--- src/rtl/seg7_scan_mux.sv ---
// rtl/seg7_scan_mux.sv - multiplexed hex driver for a 7-segment display with inter-digit blanking
// Optional macro LEAD_ZERO_BLANK_EN blanks digits above the highest nonzero nibble.
module seg7_scan_mux #(
  parameter int NUM_DIGITS     = 4,
  parameter int BLANK_CYCLES   = 16,
  parameter bit ACTIVE_LOW_SEG = 1'b1,
  parameter bit ACTIVE_LOW_AN  = 1'b1
) (
  input  logic                    clk,
  input  logic                    rst,
  input  logic                    scan_clk,
  input  logic [4*NUM_DIGITS-1:0] value,
  input  logic [NUM_DIGITS-1:0]   digit_en,
  output logic [6:0]              seg,
  output logic [NUM_DIGITS-1:0]   an,
  output logic                    frame_done
);

  localparam int IDX_W = $clog2(NUM_DIGITS);

  localparam logic [1:0] ST_IDLE  = 2'd0;
  localparam logic [1:0] ST_BLANK = 2'd1;
  localparam logic [1:0] ST_DRIVE = 2'd2;

  localparam logic [6:0]            SEG_OFF  = ACTIVE_LOW_SEG ? 7'h7F : 7'h00;
  localparam logic [NUM_DIGITS-1:0] AN_OFF   = ACTIVE_LOW_AN ? {NUM_DIGITS{1'b1}} : {NUM_DIGITS{1'b0}};
  localparam logic [IDX_W-1:0]      IDX_LAST = IDX_W'(NUM_DIGITS - 1);
  localparam logic [7:0]            CNT_LAST = 8'(BLANK_CYCLES - 1);

  function automatic logic [6:0] hex_decode(input logic [3:0] nib);
    logic [6:0] s;
    case (nib)
      4'h0: s = 7'h3F;
      4'h1: s = 7'h06;
      4'h2: s = 7'h5B;
      4'h3: s = 7'h4F;
      4'h4: s = 7'h66;
      4'h5: s = 7'h6D;
      4'h6: s = 7'h7D;
      4'h7: s = 7'h07;
      4'h8: s = 7'h7F;
      4'h9: s = 7'h6F;
      4'hA: s = 7'h77;
      4'hB: s = 7'h7C;
      4'hC: s = 7'h39;
      4'hD: s = 7'h5E;
      4'hE: s = 7'h79;
      default: s = 7'h71;
    endcase
    return s;
  endfunction

  logic                    s1_q, s2_q, s3_q;
  logic                    tick;
  logic [1:0]              state_q, state_d;
  logic [IDX_W-1:0]        idx_q, idx_d;
  logic [7:0]              cnt_q, cnt_d;
  logic [4*NUM_DIGITS-1:0] shadow_q, shadow_d;
  logic                    frame_q, frame_d;
  logic [6:0]              seg_q, seg_d;
  logic [NUM_DIGITS-1:0]   an_q, an_d;
  logic                    load;
  logic [NUM_DIGITS-1:0]   show_mask;
  logic [NUM_DIGITS-1:0]   onehot;
  logic [3:0]              cur_nib;

  // scan_clk is asynchronous: two sync stages, third flop only for edge detect
  assign tick = s2_q & ~s3_q;

`ifdef LEAD_ZERO_BLANK_EN
  logic [NUM_DIGITS-1:0] show_mask_q;

  function automatic logic [NUM_DIGITS-1:0] lead_zero_mask(input logic [4*NUM_DIGITS-1:0] v);
    logic [NUM_DIGITS-1:0] m;
    logic                  seen;
    seen = 1'b0;
    m    = '0;
    for (int i = NUM_DIGITS - 1; i >= 0; i--) begin
      if (v[i*4 +: 4] != 4'h0) seen = 1'b1;
      m[i] = seen || (i == 0);
    end
    return m;
  endfunction

  always_ff @(posedge clk) begin
    if (rst) begin
      show_mask_q <= {NUM_DIGITS{1'b1}};
    end else if (load) begin
      show_mask_q <= lead_zero_mask(value);
    end
  end

  assign show_mask = show_mask_q;
`else
  assign show_mask = {NUM_DIGITS{1'b1}};
`endif

  always_comb begin
    state_d  = state_q;
    idx_d    = idx_q;
    cnt_d    = cnt_q;
    shadow_d = shadow_q;
    frame_d  = 1'b0;
    load     = 1'b0;
    case (state_q)
      ST_IDLE: begin
        if (tick) begin
          state_d = ST_BLANK;
          idx_d   = '0;
          cnt_d   = '0;
          load    = 1'b1;
        end
      end
      ST_BLANK: begin
        // ticks arriving here are dropped on purpose, not queued
        if (cnt_q == CNT_LAST) begin
          state_d = ST_DRIVE;
          cnt_d   = '0;
        end else begin
          cnt_d = cnt_q + 8'd1;
        end
      end
      ST_DRIVE: begin
        if (tick) begin
          state_d = ST_BLANK;
          cnt_d   = '0;
          if (idx_q == IDX_LAST) begin
            idx_d   = '0;
            load    = 1'b1;
            frame_d = 1'b1;
          end else begin
            idx_d = idx_q + IDX_W'(1);
          end
        end
      end
      default: state_d = ST_IDLE;
    endcase
    if (load) shadow_d = value;
  end

  always_comb begin
    onehot         = '0;
    onehot[idx_q]  = 1'b1;
    cur_nib        = shadow_q[{idx_q, 2'b00} +: 4];
    an_d           = AN_OFF;
    seg_d          = SEG_OFF;
    if (state_q == ST_DRIVE && digit_en[idx_q] && show_mask[idx_q]) begin
      an_d  = ACTIVE_LOW_AN ? ~onehot : onehot;
      seg_d = ACTIVE_LOW_SEG ? ~hex_decode(cur_nib) : hex_decode(cur_nib);
    end
  end

  always_ff @(posedge clk) begin
    if (rst) begin
      s1_q     <= 1'b0;
      s2_q     <= 1'b0;
      s3_q     <= 1'b0;
      state_q  <= ST_IDLE;
      idx_q    <= '0;
      cnt_q    <= '0;
      shadow_q <= '0;
      frame_q  <= 1'b0;
      seg_q    <= SEG_OFF;
      an_q     <= AN_OFF;
    end else begin
      s1_q     <= scan_clk;
      s2_q     <= s1_q;
      s3_q     <= s2_q;
      state_q  <= state_d;
      idx_q    <= idx_d;
      cnt_q    <= cnt_d;
      shadow_q <= shadow_d;
      frame_q  <= frame_d;
      seg_q    <= seg_d;
      an_q     <= an_d;
    end
  end

  assign seg        = seg_q;
  assign an         = an_q;
  assign frame_done = frame_q;

endmodule

--- config.mk ---
export PLATFORM = sky130hd
export DESIGN_NAME = seg7_scan_mux
export DESIGN_NICKNAME = d
export VERILOG_FILES = /design/src/rtl/seg7_scan_mux.sv
export SDC_FILE = /design/constraint.sdc
export NUM_CORES = 1
export LEC_CHECK = 0
export BUFFER_PORTS_ARGS = -buffer_cell sky130_fd_sc_hd__buf_2
export CORE_ASPECT_RATIO = 1.2
export CORE_MARGIN = 3
export CORE_UTILIZATION = 50
export DETAILED_ROUTE_END_ITERATION = 10
export GPL_ROUTABILITY_DRIVEN = 0
export PLACE_DENSITY_LB_ADDON = 0.1
export SLEW_MARGIN = 20
export SYNTH_ARGS = -nofsm -noshare
export SYNTH_HDL_FRONTEND = slang
export SYNTH_SLANG_ARGS = --single-unit
--- constraint.sdc ---
create_clock -name clk -period 5.73 [get_ports clk]
set_input_delay 0.2865 -clock clk [delete_from_list [all_inputs] [get_ports clk]]
set_output_delay 0.2865 -clock clk [all_outputs]
set_load 0.02 [all_outputs]
==> run metrics <==
result of the run=finished clean; Synth Area in XOR/XNOR=0%; largest cells by area after synthesis=dfxtp_1, nand2_1, ha_1; Rel. slew slack=47.9%; setup-violating endpoint count in the final report=0; synthesized-area fraction occupied by ao, oa, aoi and oai cells=13.9%; overall power consumption=0.548 mW; maximum number of buffers from clock root to sink=2; largest family of logic cells by synthesized area=simple AND/OR/NAND/NOR gates; fill count=348; TritonCTS clock tree=done; number of cells traversed by the worst register-to-register path=5; flip-flop and latch count after synthesis=43; post-DR wirelength/cell=12.4 um; CTS Buf Count=5; H-tree depth reported by CTS=2; minimum period implied by the final worst setup slack=2.20 ns; Sum Neg Setup Slack=0 ns; area overhead of the layout relative to synthesis=13.5%; Worst Hold Path Cells=2; Cell variety after synth=36; Avg Inst Size Synth=9.13 um^2; via count=1511; initial antenna violation count=0; global-route total usage across every layer=16.3%; clock sink total=43; remaining global-route overflow=0; initial core utilization=52.7%; crit path capture type=register; sum of net half-perimeters after detailed placement=2600 um; portion of netlist area occupied by mux cells=9.20%; number of remaining DRC errors=0; endpoints failing hold=0; Resize count post-CTS=0; share of synthesized cell area in and, or, nand and nor gates=20.6%; worst slack at placement=3.54 ns; Synth Net Count=247; end of the worst register-to-register path=seg[3]$_SDFF_PP1_; slack of the critical path=3.53 ns; power per cell area=248 nW/um^2; worst reg2reg startpoint=idx_q[0]$_SDFFE_PP0P_; core region area=3690 um^2; worst hold endpoint=s1_q$_SDFF_PP0_; pin count of the biggest net entering global routing=33; post-synth top area cell=dfxtp_1; std cell rows=24; total die area=4680 um^2; required arrival time at the worst endpoint=5.89 ns; worst-path fanout max=10; fraction of layout instances using a drive strength above 1=20.2%; adder-cell share of the synthesized area=7.07%; final instance area=2210 um^2; fraction of the core area covered by cells at the end of the flow=59.8%; Final nets=275; cell area after synthesis=1950 um^2; detail-routed via count per cell=5.14; number of global-route vias before repair=1371; maximum resistive drop on vdd=0.000210 V; Antenna Violating Nets Remaining=0; instance area after placement=2110 um^2; CTS hold repair buffers=0; clock insertion delay at the later pin of the skew report=0.29 ns; buffer type at the clock tree root=clkbuf_8; commonest cells after routing, fill and taps aside=nand2_1, dfxtp_1, buf_2; vertical extent of the die=74.3 um; overall die width=62.9 um; Tightest Pin Transition=0.781 ns; crit path DAT=2.36 ns; number of placed I/O pins=35; period utilisation layout=38.4%; DRT Wirelength=3630 um; post-placement cell count=286; count of buffers inserted at the top-level ports=34; number of cells in the finished layout apart from fillers=294; top cell type's share of synthesized area=44.2%; max-slew violation count=0; leakage power of the design=0.815 nW; Clock transition at path regs=0.08 ns; unrepaired setup endpoints after global routing=false; kind of start point of the critical path=register; post-CTS setup repair buffer count=0; detailed-router iteration count before antenna repair=4; Hold WC Path Type=in -> reg; post-route worst hold slack=0.196 ns; wire length of the first global-routing pass=6030 um; number of inserted diodes=0; number of maximum-capacitance constraint violations=0; number of instances in the synthesized netlist=213; sequential cell area fraction in the yosys report=44.2%; Worst Setup Path Type=reg -> reg; worst reg-to-reg setup slack=3.53 ns; yosys warns=0; leading cell type in the layout, fill and taps excluded=nand2_1; Worst Clk Skew=0.00511 ns; launch point of the worst hold path=scan_clk; Highest Clock Rate=454 MHz; initial drt markers=92
-- worst max path at each step --
stage	end	cells past startpoint	startpoint
detailed placement	seg[3]$_SDFF_PP1_	5	idx_q[0]$_SDFFE_PP0P_
global route	seg[6]$_SDFF_PP1_	5	idx_q[0]$_SDFFE_PP0P_
finish	seg[3]$_SDFF_PP1_	5	idx_q[0]$_SDFFE_PP0P_
CTS	seg[3]$_SDFF_PP1_	5	idx_q[0]$_SDFFE_PP0P_
floorplan	seg[3]$_SDFF_PP1_	6	idx_q[0]$_SDFFE_PP0P_
global placement	seg[3]$_SDFF_PP1_	5	idx_q[0]$_SDFFE_PP0P_
-- cell families after synthesis --
group	after synthesis
flops	43
fa+ha+maj	11
mux	10
simple gates	85
buf+inv	20
compound gates	44
-- layer usage --
layer	vias up	wire length (um)	GRT usage (%)
met5	-	0	0
met4	0	43	5.88
met3	7	220	4.08
met2	42	1710	29.3
met1	667	1660	19.0
li1	795	-	-
-- layout make-up --
type	instances	area (um^2)	share of cell area, %
tap	52	65.1	2.95
clock buffer	6	82.6	3.74
sequential	43	861	39.0
clock inverter	2	16.3	0.737
inverter	7	26.3	1.19
timing repair buffer	34	170	7.71
multi-input combinational	150	987	44.7
-- registers in the layout, summed over array words and instances, names as in the netlist --
signal / flops
idx_q: 2
s3_q: 1
an: 4
cnt_q: 8
state_q: 2
seg: 7
s2_q: 1
frame_done: 1
s1_q: 1
shadow_q: 16
-- critical path, stage by stage, from the launching register on --
cell,delay (ns)
dfxtp_1,0.61
mux4_1,0.73
ha_1,0.29
mux2_4,0.26
mux2i_1,0.13
nand2_1,0.06
-- where the power goes --
group / switching [mW] / total, mW / internal (mW)
clock network: 0.106 / 0.204 / 0.0984
logic: 0.0210 / 0.0368 / 0.0157
registers: 0.00311 / 0.307 / 0.304
-- Yosys cell counts --
library cell / count
o21ai_0: 3
a22oi_1: 1
nand2b_1: 3
nand3b_1: 2
o2bb2ai_1: 1
mux4_1: 3
o211ai_1: 1
nor3_1: 1
mux4_2: 2
a21oi_1: 26
and3_1: 3
nand3_1: 5
nor2_1: 10
or2b_1: 1
or2_4: 1
buf_6: 2
nand2_1: 47
and2_1: 1
a41oi_1: 2
nor4_1: 1
ha_1: 11
buf_2: 3
or3b_2: 2
inv_1: 7
mux2_4: 1
nor3b_2: 1
buf_4: 1
a311oi_1: 4
o21ai_1: 1
o221ai_1: 4
and2b_1: 1
clkbuf_1: 7
mux2i_1: 4
nor2b_1: 6
dfxtp_1: 43
o32ai_1: 1
No activity file was read; power rests on OpenSTA's default activity.
